`src/rtl/pic_inta_sequencer.sv`:
```
// CPU-side 8259 interrupt-acknowledge sequencer: two-pulse INTA cycle, vector capture, valid/ready hand-off.
// Optional PIC_INTA_STATS_EN adds saturating ack_count/spur_count outputs.
module pic_inta_sequencer #(
    parameter int unsigned PULSE_W = 4,
    parameter int unsigned GAP_W   = 2
) (
    input  logic        clk,
    input  logic        rst_n,
    input  logic        pic_int,
    input  logic        enable,
    input  logic [7:0]  pic_data,
    output logic        pic_inta_n,
    output logic        vec_valid,
    output logic [7:0]  vec_data,
    input  logic        vec_ready,
    output logic        busy,
    output logic        spurious
`ifdef PIC_INTA_STATS_EN
    ,
    output logic [15:0] ack_count,
    output logic [15:0] spur_count
`endif
);

    localparam int unsigned MAX_W = (PULSE_W > GAP_W) ? PULSE_W : GAP_W;
    localparam int unsigned CW    = $clog2(MAX_W + 1);
    localparam logic [CW-1:0] PULSE_LD = CW'(PULSE_W - 1);
    localparam logic [CW-1:0] GAP_LD   = CW'(GAP_W - 1);

    typedef enum logic [2:0] {
        IDLE,
        SYNC,
        P1_LOW,
        GAP1,
        P2_LOW,
        HOLD,
        RECOVER
    } state_t;

    state_t        state;
    logic [CW-1:0] cnt;
    logic          int_meta;
    logic          int_s;

    always_ff @(posedge clk or negedge rst_n) begin
        if (!rst_n) begin
            int_meta <= 1'b0;
            int_s    <= 1'b0;
        end else begin
            int_meta <= pic_int;
            int_s    <= int_meta;
        end
    end

    // Outputs are registered from the next state, so each pulse width is exactly the count loaded on entry plus one.
    always_ff @(posedge clk or negedge rst_n) begin
        if (!rst_n) begin
            state      <= IDLE;
            cnt        <= '0;
            pic_inta_n <= 1'b1;
            vec_valid  <= 1'b0;
            vec_data   <= '0;
            busy       <= 1'b0;
            spurious   <= 1'b0;
        end else begin
            spurious <= 1'b0;
            case (state)
                IDLE: begin
                    if (int_s && enable) begin
                        state <= SYNC;
                        busy  <= 1'b1;
                    end
                end
                SYNC: begin
                    if (int_s) begin
                        state      <= P1_LOW;
                        cnt        <= PULSE_LD;
                        pic_inta_n <= 1'b0;
                    end else begin
                        state    <= IDLE;
                        busy     <= 1'b0;
                        spurious <= 1'b1;
                    end
                end
                P1_LOW: begin
                    if (cnt != '0) begin
                        cnt <= cnt - 1'b1;
                    end else begin
                        state      <= GAP1;
                        cnt        <= GAP_LD;
                        pic_inta_n <= 1'b1;
                    end
                end
                GAP1: begin
                    if (cnt != '0) begin
                        cnt <= cnt - 1'b1;
                    end else begin
                        state      <= P2_LOW;
                        cnt        <= PULSE_LD;
                        pic_inta_n <= 1'b0;
                    end
                end
                P2_LOW: begin
                    if (cnt != '0) begin
                        cnt <= cnt - 1'b1;
                    end else begin
                        state      <= HOLD;
                        pic_inta_n <= 1'b1;
                        vec_data   <= pic_data;
                        vec_valid  <= 1'b1;
                    end
                end
                HOLD: begin
                    if (vec_ready) begin
                        state     <= RECOVER;
                        cnt       <= GAP_LD;
                        vec_valid <= 1'b0;
                    end
                end
                RECOVER: begin
                    if (cnt != '0) begin
                        cnt <= cnt - 1'b1;
                    end else begin
                        state <= IDLE;
                        busy  <= 1'b0;
                    end
                end
                default: begin
                    state      <= IDLE;
                    pic_inta_n <= 1'b1;
                    vec_valid  <= 1'b0;
                    busy       <= 1'b0;
                end
            endcase
        end
    end

`ifdef PIC_INTA_STATS_EN
    always_ff @(posedge clk or negedge rst_n) begin
        if (!rst_n) begin
            ack_count  <= '0;
            spur_count <= '0;
        end else begin
            if (state == HOLD && vec_ready && ack_count != 16'hFFFF)
                ack_count <= ack_count + 16'd1;
            if (state == SYNC && !int_s && spur_count != 16'hFFFF)
                spur_count <= spur_count + 16'd1;
        end
    end
`endif

endmodule

```
`config.mk`:
```
export PLATFORM = sky130hd
export DESIGN_NAME = pic_inta_sequencer
export DESIGN_NICKNAME = d
export VERILOG_FILES = /design/src/rtl/pic_inta_sequencer.sv
export SDC_FILE = /design/constraint.sdc
export NUM_CORES = 1
export LEC_CHECK = 0
export BUFFER_PORTS_ARGS = -buffer_cell sky130_fd_sc_hd__buf_2
export CAP_MARGIN = 15
export CORE_UTILIZATION = 41
export DETAILED_ROUTE_END_ITERATION = 8
export GPL_TIMING_DRIVEN = 0
export SLEW_MARGIN = 30
export SYNTH_ARGS = -nofsm -noshare
export SYNTH_HDL_FRONTEND = slang
export SYNTH_SLANG_ARGS = --single-unit
```
`constraint.sdc`:
```
create_clock -name clk -period 2.1 [get_ports clk]
set_clock_uncertainty 0.15 [all_clocks]
set_input_delay 0.315 -clock clk [delete_from_list [all_inputs] [get_ports clk]]
set_output_delay 0.315 -clock clk [all_outputs]
set_load 0.02 [all_outputs]
```
== After elaboration in Yosys (flattened, before gate mapping) ==
Cells that the tools add are included.
Cells by class
  add/subtract/negate cells: 1
  eq/ne operators: 16
  mux-type cells: 25
  bitwise logic cells: 4
  reductions and logical operators: 15
Operators by type and width (count)
  $mux W3: 11
  $pmux W3 S7: 1
  $ne A2 B2 Y1 const B: 9
  $pmux W3 S5: 1
  $reduce_and A4 Y1: 3
  $eq A3 B3 Y1 const B: 3
  $mux W1: 8
  $pmux W1 S4: 2
  $eq A3 B2 Y1 const B: 2
  $reduce_and A6 Y1: 1
  $reduce_bool A5 Y1: 1
  $reduce_or A5 Y1: 1
  $not A1 Y1: 4
  $reduce_or A2 Y1: 2
  $reduce_or A4 Y1: 1
  $eq A3 B1 Y1 const B: 1
  $logic_not A3 Y1: 1
  $pmux W1 S3: 1
  $reduce_and A3 Y1: 1
  $reduce_bool A3 Y1: 1
  $reduce_or A3 Y1: 1
  $sub A3 B1 Y3 const B: 1
  $mux W2: 1
  $ne A2 B1 Y1 const B: 1
  2 further kinds: 2
Storage, ports and cells
  register bits: 20
  input port bits: 13
  output and inout port bits: 12
  word-level logic and storage cells: 70

== Logic depth before layout (Yosys ltp) ==
  word-level depth: 4
  mapped depth: 7
  mapped depth without buffers: 6

== Worst setup path after synthesis ==
OpenSTA, ideal clock, no wires.
  path type: reg2reg
  start point: register cnt[0]
  end point: register vec_data[0]
  library setup time: 125 ps
  arrival: 1627 ps
  data required time: 1825 ps
  slack: 198 ps
  cell stages (with the launch flop): 6
  buffers on the path: 0
  period minus slack after synthesis: 1902 ps
  cells stage by stage: dfrtp_1 inv_1 ha_1 or2b_4 nor4_4 mux2_2
On the way
  word-level cells in the longest chain between the ends: 3
RTL lines
  start, declared: line 41  | logic [CW-1:0] cnt;
  start signal, assigned: line 87  | cnt <= cnt - 1'b1;
  start signal, assigned: line 96  | cnt <= cnt - 1'b1;
  start signal, assigned: line 105  | cnt <= cnt - 1'b1;
  $reduce_bool A3 Y1: line 104  | if (cnt != '0) begin
  $not A1 Y1 (no source line)
  $reduce_and A2 Y1 (no source line)
  end signal, assigned: line 109  | vec_data <= pic_data;
  end, declared: line 14  | output logic [7:0] vec_data,
No other way between the ends.
A chain may end at the register's enable or synchronous reset.

== Worst setup path in the final report ==
  start point: register cnt[0]
  end point: register vec_data[3]
The elaborated chain is that of the path after synthesis.

==> flow_summary.yaml <==
logic_synthesis:
  synth_area_um2: 1010
  yosysSeqAreaShare: 0.499
  synth.avg_cell_area_um2: 10.5
  muxShareOfSynthArea: 0.119
  syn-num-nets: 111
  syn-instance-count: 96
  ys_ff_latch: 20
  synthAdderAreaFrac: 0.0249
  synth_compound_area_frac: 0.174
  synth_top_family_by_area: "compound AO/OA/AOI/OAI gates"
  synthXorXnorAreaFrac: 0
  yosys_warnings: 0
  ys_types: 29
  synth-simple-area-share: 0.141
clock_network:
  h-tree-depth: 1
  cts_buffer_depth: 2
  clk_latency_ns: 0.30
  path_clk_slew_ns: 0.11
  cts_buffers: 3
  cts_sinks: 20
  cts-root-buf: "clkbuf_4"
  cts_tree: "yes"
floorplan:
  ioPinCount: 25
  die_y_um: 51.5
  core_um2: 2250
  dieWidth_um: 51.5
  die_area_um2: 2660
  start_util: 0.446
  rows: 17
critical_path:
  rr_endpoint: "vec_data[3]"
  start_kind: "register"
  crit_slowest_cell: "dfrtp_1"
  timing.rr.start: "cnt[0]"
  end_kind: "register"
  ff2ff_setup_slack_ns: 0.14
  worst_path_largest_cell_delay_ns: 0.42
  path_max_fanout: 5
  worstSetupPathType: "register to register"
  cp.arrival_ns: 2.01
  critical_path.top_delay_family: "simple AND/OR/NAND/NOR gates"
  path_depth: 6
  crit_path_start: "cnt[0]"
  crit_end: "vec_data[3]"
  cp_data_required_time_ns: 2.15
  crit_path_cell_trace: "inv_1, ha_2, or2b_4, nor4_4, buf_4, mux2_2"
  cp_num_buf_inv: 2
  r2r_cells: 6
timing:
  worst_pin_slew_ns: 0.599
  fin_crit_sh: 0.935
  hold_ws_ns: 0.0875
  fmax_mhz: 509
  rsz0062_at_grt: "false"
  fin_setup_tns_ns: 0
  setup_viol: 0
  min_period_ns: 1.96
  finalHoldViolCount: 0
  slew_headroom: 0.595
  slew_viol_final: 0
  setup_slack_ns: 0.137
cells_and_area:
  antenna_cells: 0
  regArea_um2: 502
  num-fill-cells: 217
  drive_gt1_frac: 0.359
  multi_input_area_um2: 464
  area_growth_pct: 24.8
  nNetsFinal: 144
power_and_ir_drop:
  switching_share: 0.404
  power.internal_w: 0.00113
  p_comb_frac: 0.496
  p_switching_w: 0.000767
  p_clk_frac: 0.163
  pwr-share-seq: 0.342
  p_leak_nw: 0.568
  peakVddDrop_mv: 0.933
  power_density_nw_per_um2: 1510
placement:
  gp_congestion: 0.853
  post-place-ws_ns: -0.0532
  io_buffers: 24
  dp_hpwl_um: 1510
hold_path:
  holdCritPathClass: "input pin to register"
  min_from: "pic_data[4]"
route:
  detail_route.iter0.violations: 18
  drc: 0
  wl_um: 2010
  wl_per_cell_um: 12.9
  drt-pass1-iter-count: 4
  num_vias: 819
  ant_nets: 0
  via_per_inst: 5.25
global_routing:
  grt_pass1_vias: 799
  grt_use_total: 0.187
  grt_max_degree: 21
  antenna_found_initial: 0
  grt_pass1_wl_um: 3570
  grt.overflow.total: 0
status:
  status: "complete, no violations"
flow_run:
  maxCapViolCount: 0
worst min-delay path by stage:
stage                   to  depth (start not counted)  slack [ns]
3_3_place_gp      state[2]                          1        0.14
2_1_floorplan         busy                          0       -0.13
5_1_grt        vec_data[6]                          2        0.07
6_report       vec_data[4]                          2        0.09
4_1_cts        vec_data[4]                          2        0.08
3_5_place_dp     vec_valid                          1        0.14
cell usage after synthesis:
| library cell | count | area share |
|---|---|---|
| o21ai_0 | 10 | 0.050 |
| ha_1 | 2 | 0.025 |
| o221ai_1 | 1 | 0.0087 |
| o21a_1 | 1 | 0.0075 |
| a31o_2 | 1 | 0.0087 |
| mux2_2 | 8 | 0.090 |
| a221oi_1 | 1 | 0.0087 |
| inv_1 | 3 | 0.011 |
| buf_2 | 1 | 0.0050 |
| o211ai_1 | 2 | 0.015 |
| or2b_4 | 1 | 0.011 |
| clkbuf_1 | 4 | 0.015 |
| nor3_1 | 1 | 0.0050 |
| nand4_1 | 1 | 0.0062 |
| dfstp_2 | 1 | 0.026 |
| nor2b_1 | 6 | 0.037 |
| o31ai_1 | 1 | 0.0075 |
| and2_1 | 1 | 0.0062 |
| nor2_1 | 4 | 0.015 |
| a22o_1 | 1 | 0.0087 |
| mux2i_1 | 3 | 0.030 |
| a21oi_1 | 12 | 0.060 |
| buf_4 | 1 | 0.0075 |
| nand2_1 | 6 | 0.022 |
| inv_2 | 1 | 0.0037 |
| nor4bb_1 | 1 | 0.010 |
| nor4_4 | 1 | 0.021 |
| nor4_1 | 1 | 0.0062 |
| dfrtp_1 | 19 | 0.47 |
power by group through the flow:
| stage | registers (W) | logic [W] | clock network (W) |
|---|---|---|---|
| 2_1_floorplan | 0.000778 | 0.000561 | 0 |
| 3_3_place_gp | 0.000649 | 0.000921 | 0 |
| 3_5_place_dp | 0.000660 | 0.000938 | 0 |
| 4_1_cts | 0.000653 | 0.000944 | 0.000320 |
| 5_1_grt | 0.000678 | 0.00104 | 0.000338 |
| 6_report | 0.000649 | 0.000941 | 0.000309 |
stage by stage:
stage | util | cell area [um^2] | instances | total power (W)
floorplan | - | 1010 | 96 | 0.00134
global placement | 0.515 | 1160 | 148 | 0.00157
detailed placement | 0.515 | 1160 | 148 | 0.00160
CTS | 0.554 | 1250 | 156 | 0.00192
global route | 0.557 | 1250 | 156 | 0.00206
finish | 0.557 | 1250 | 156 | 0.00190
sequential cells by signal, indices dropped and copies added, names as in the netlist:
name,flops
int_s,1
cnt,3
int_meta,1
spurious,1
vec_valid,1
busy,1
vec_data,8
state,3
pic_inta_n,1
worst reg2reg max path, stage by stage, from the launching register on:
cell and delay, ns:
dfrtp_1 0.42, inv_1 0.10, ha_2 0.20, or2b_4 0.30, nor4_4 0.19, buf_4 0.18
mux2_2 0.33
area by class of cell:
type,instances,share of cell area
Sequential cell,20,0.400
Timing Repair Buffer,28,0.127
Tap cell,28,0.0279
Inverter,4,0.0120
Clock inverter,1,0.0239
Buffer,6,0.0219
Multi-Input combinational cell,66,0.370
Clock buffer,3,0.0179
metal layers:
layer	part of all wire	vias up	GRT usage
met3	0.042	4	0.0526
li1	-	411	-
met5	0	-	0
met2	0.47	17	0.305
met1	0.47	387	0.225
met4	0.015	0	0.0946
logic make-up after synthesis:
family	after synthesis
buffers and inverters	10
flip-flops	20
AO/OA/AOI/OAI	30
AND/OR/NAND/NOR	23
multiplexers	11
adder cells (fa/ha/maj)	2
layout by cell type, fill, tap and decap left out, types with 2 or more instances in the layout:
cell type | Yosys | layout
dlygate4sd3_1 | 0 | 2
nor2_1 | 4 | 4
dfrtp_1 | 19 | 19
mux2i_1 | 3 | 3
o211ai_1 | 2 | 2
a21oi_1 | 12 | 12
nand2_1 | 6 | 6
nor2b_1 | 6 | 6
clkbuf_1 | 4 | 4
mux2_2 | 8 | 8
buf_2 | 1 | 25
inv_1 | 3 | 3
o21ai_0 | 10 | 10
clkbuf_4 | 0 | 3
buf_4 | 1 | 2
repair_timing:
item	4_1_cts	5_1_grt
hold endpoints to repair	20	0
gates cloned	0	0
hold buffers	2	0
pin swaps	1	1
gates resized for setup	0	2
buffers inserted	2	0
endpoints found under the setup margin	8	8
No activity file was read; power rests on OpenSTA's default activity.
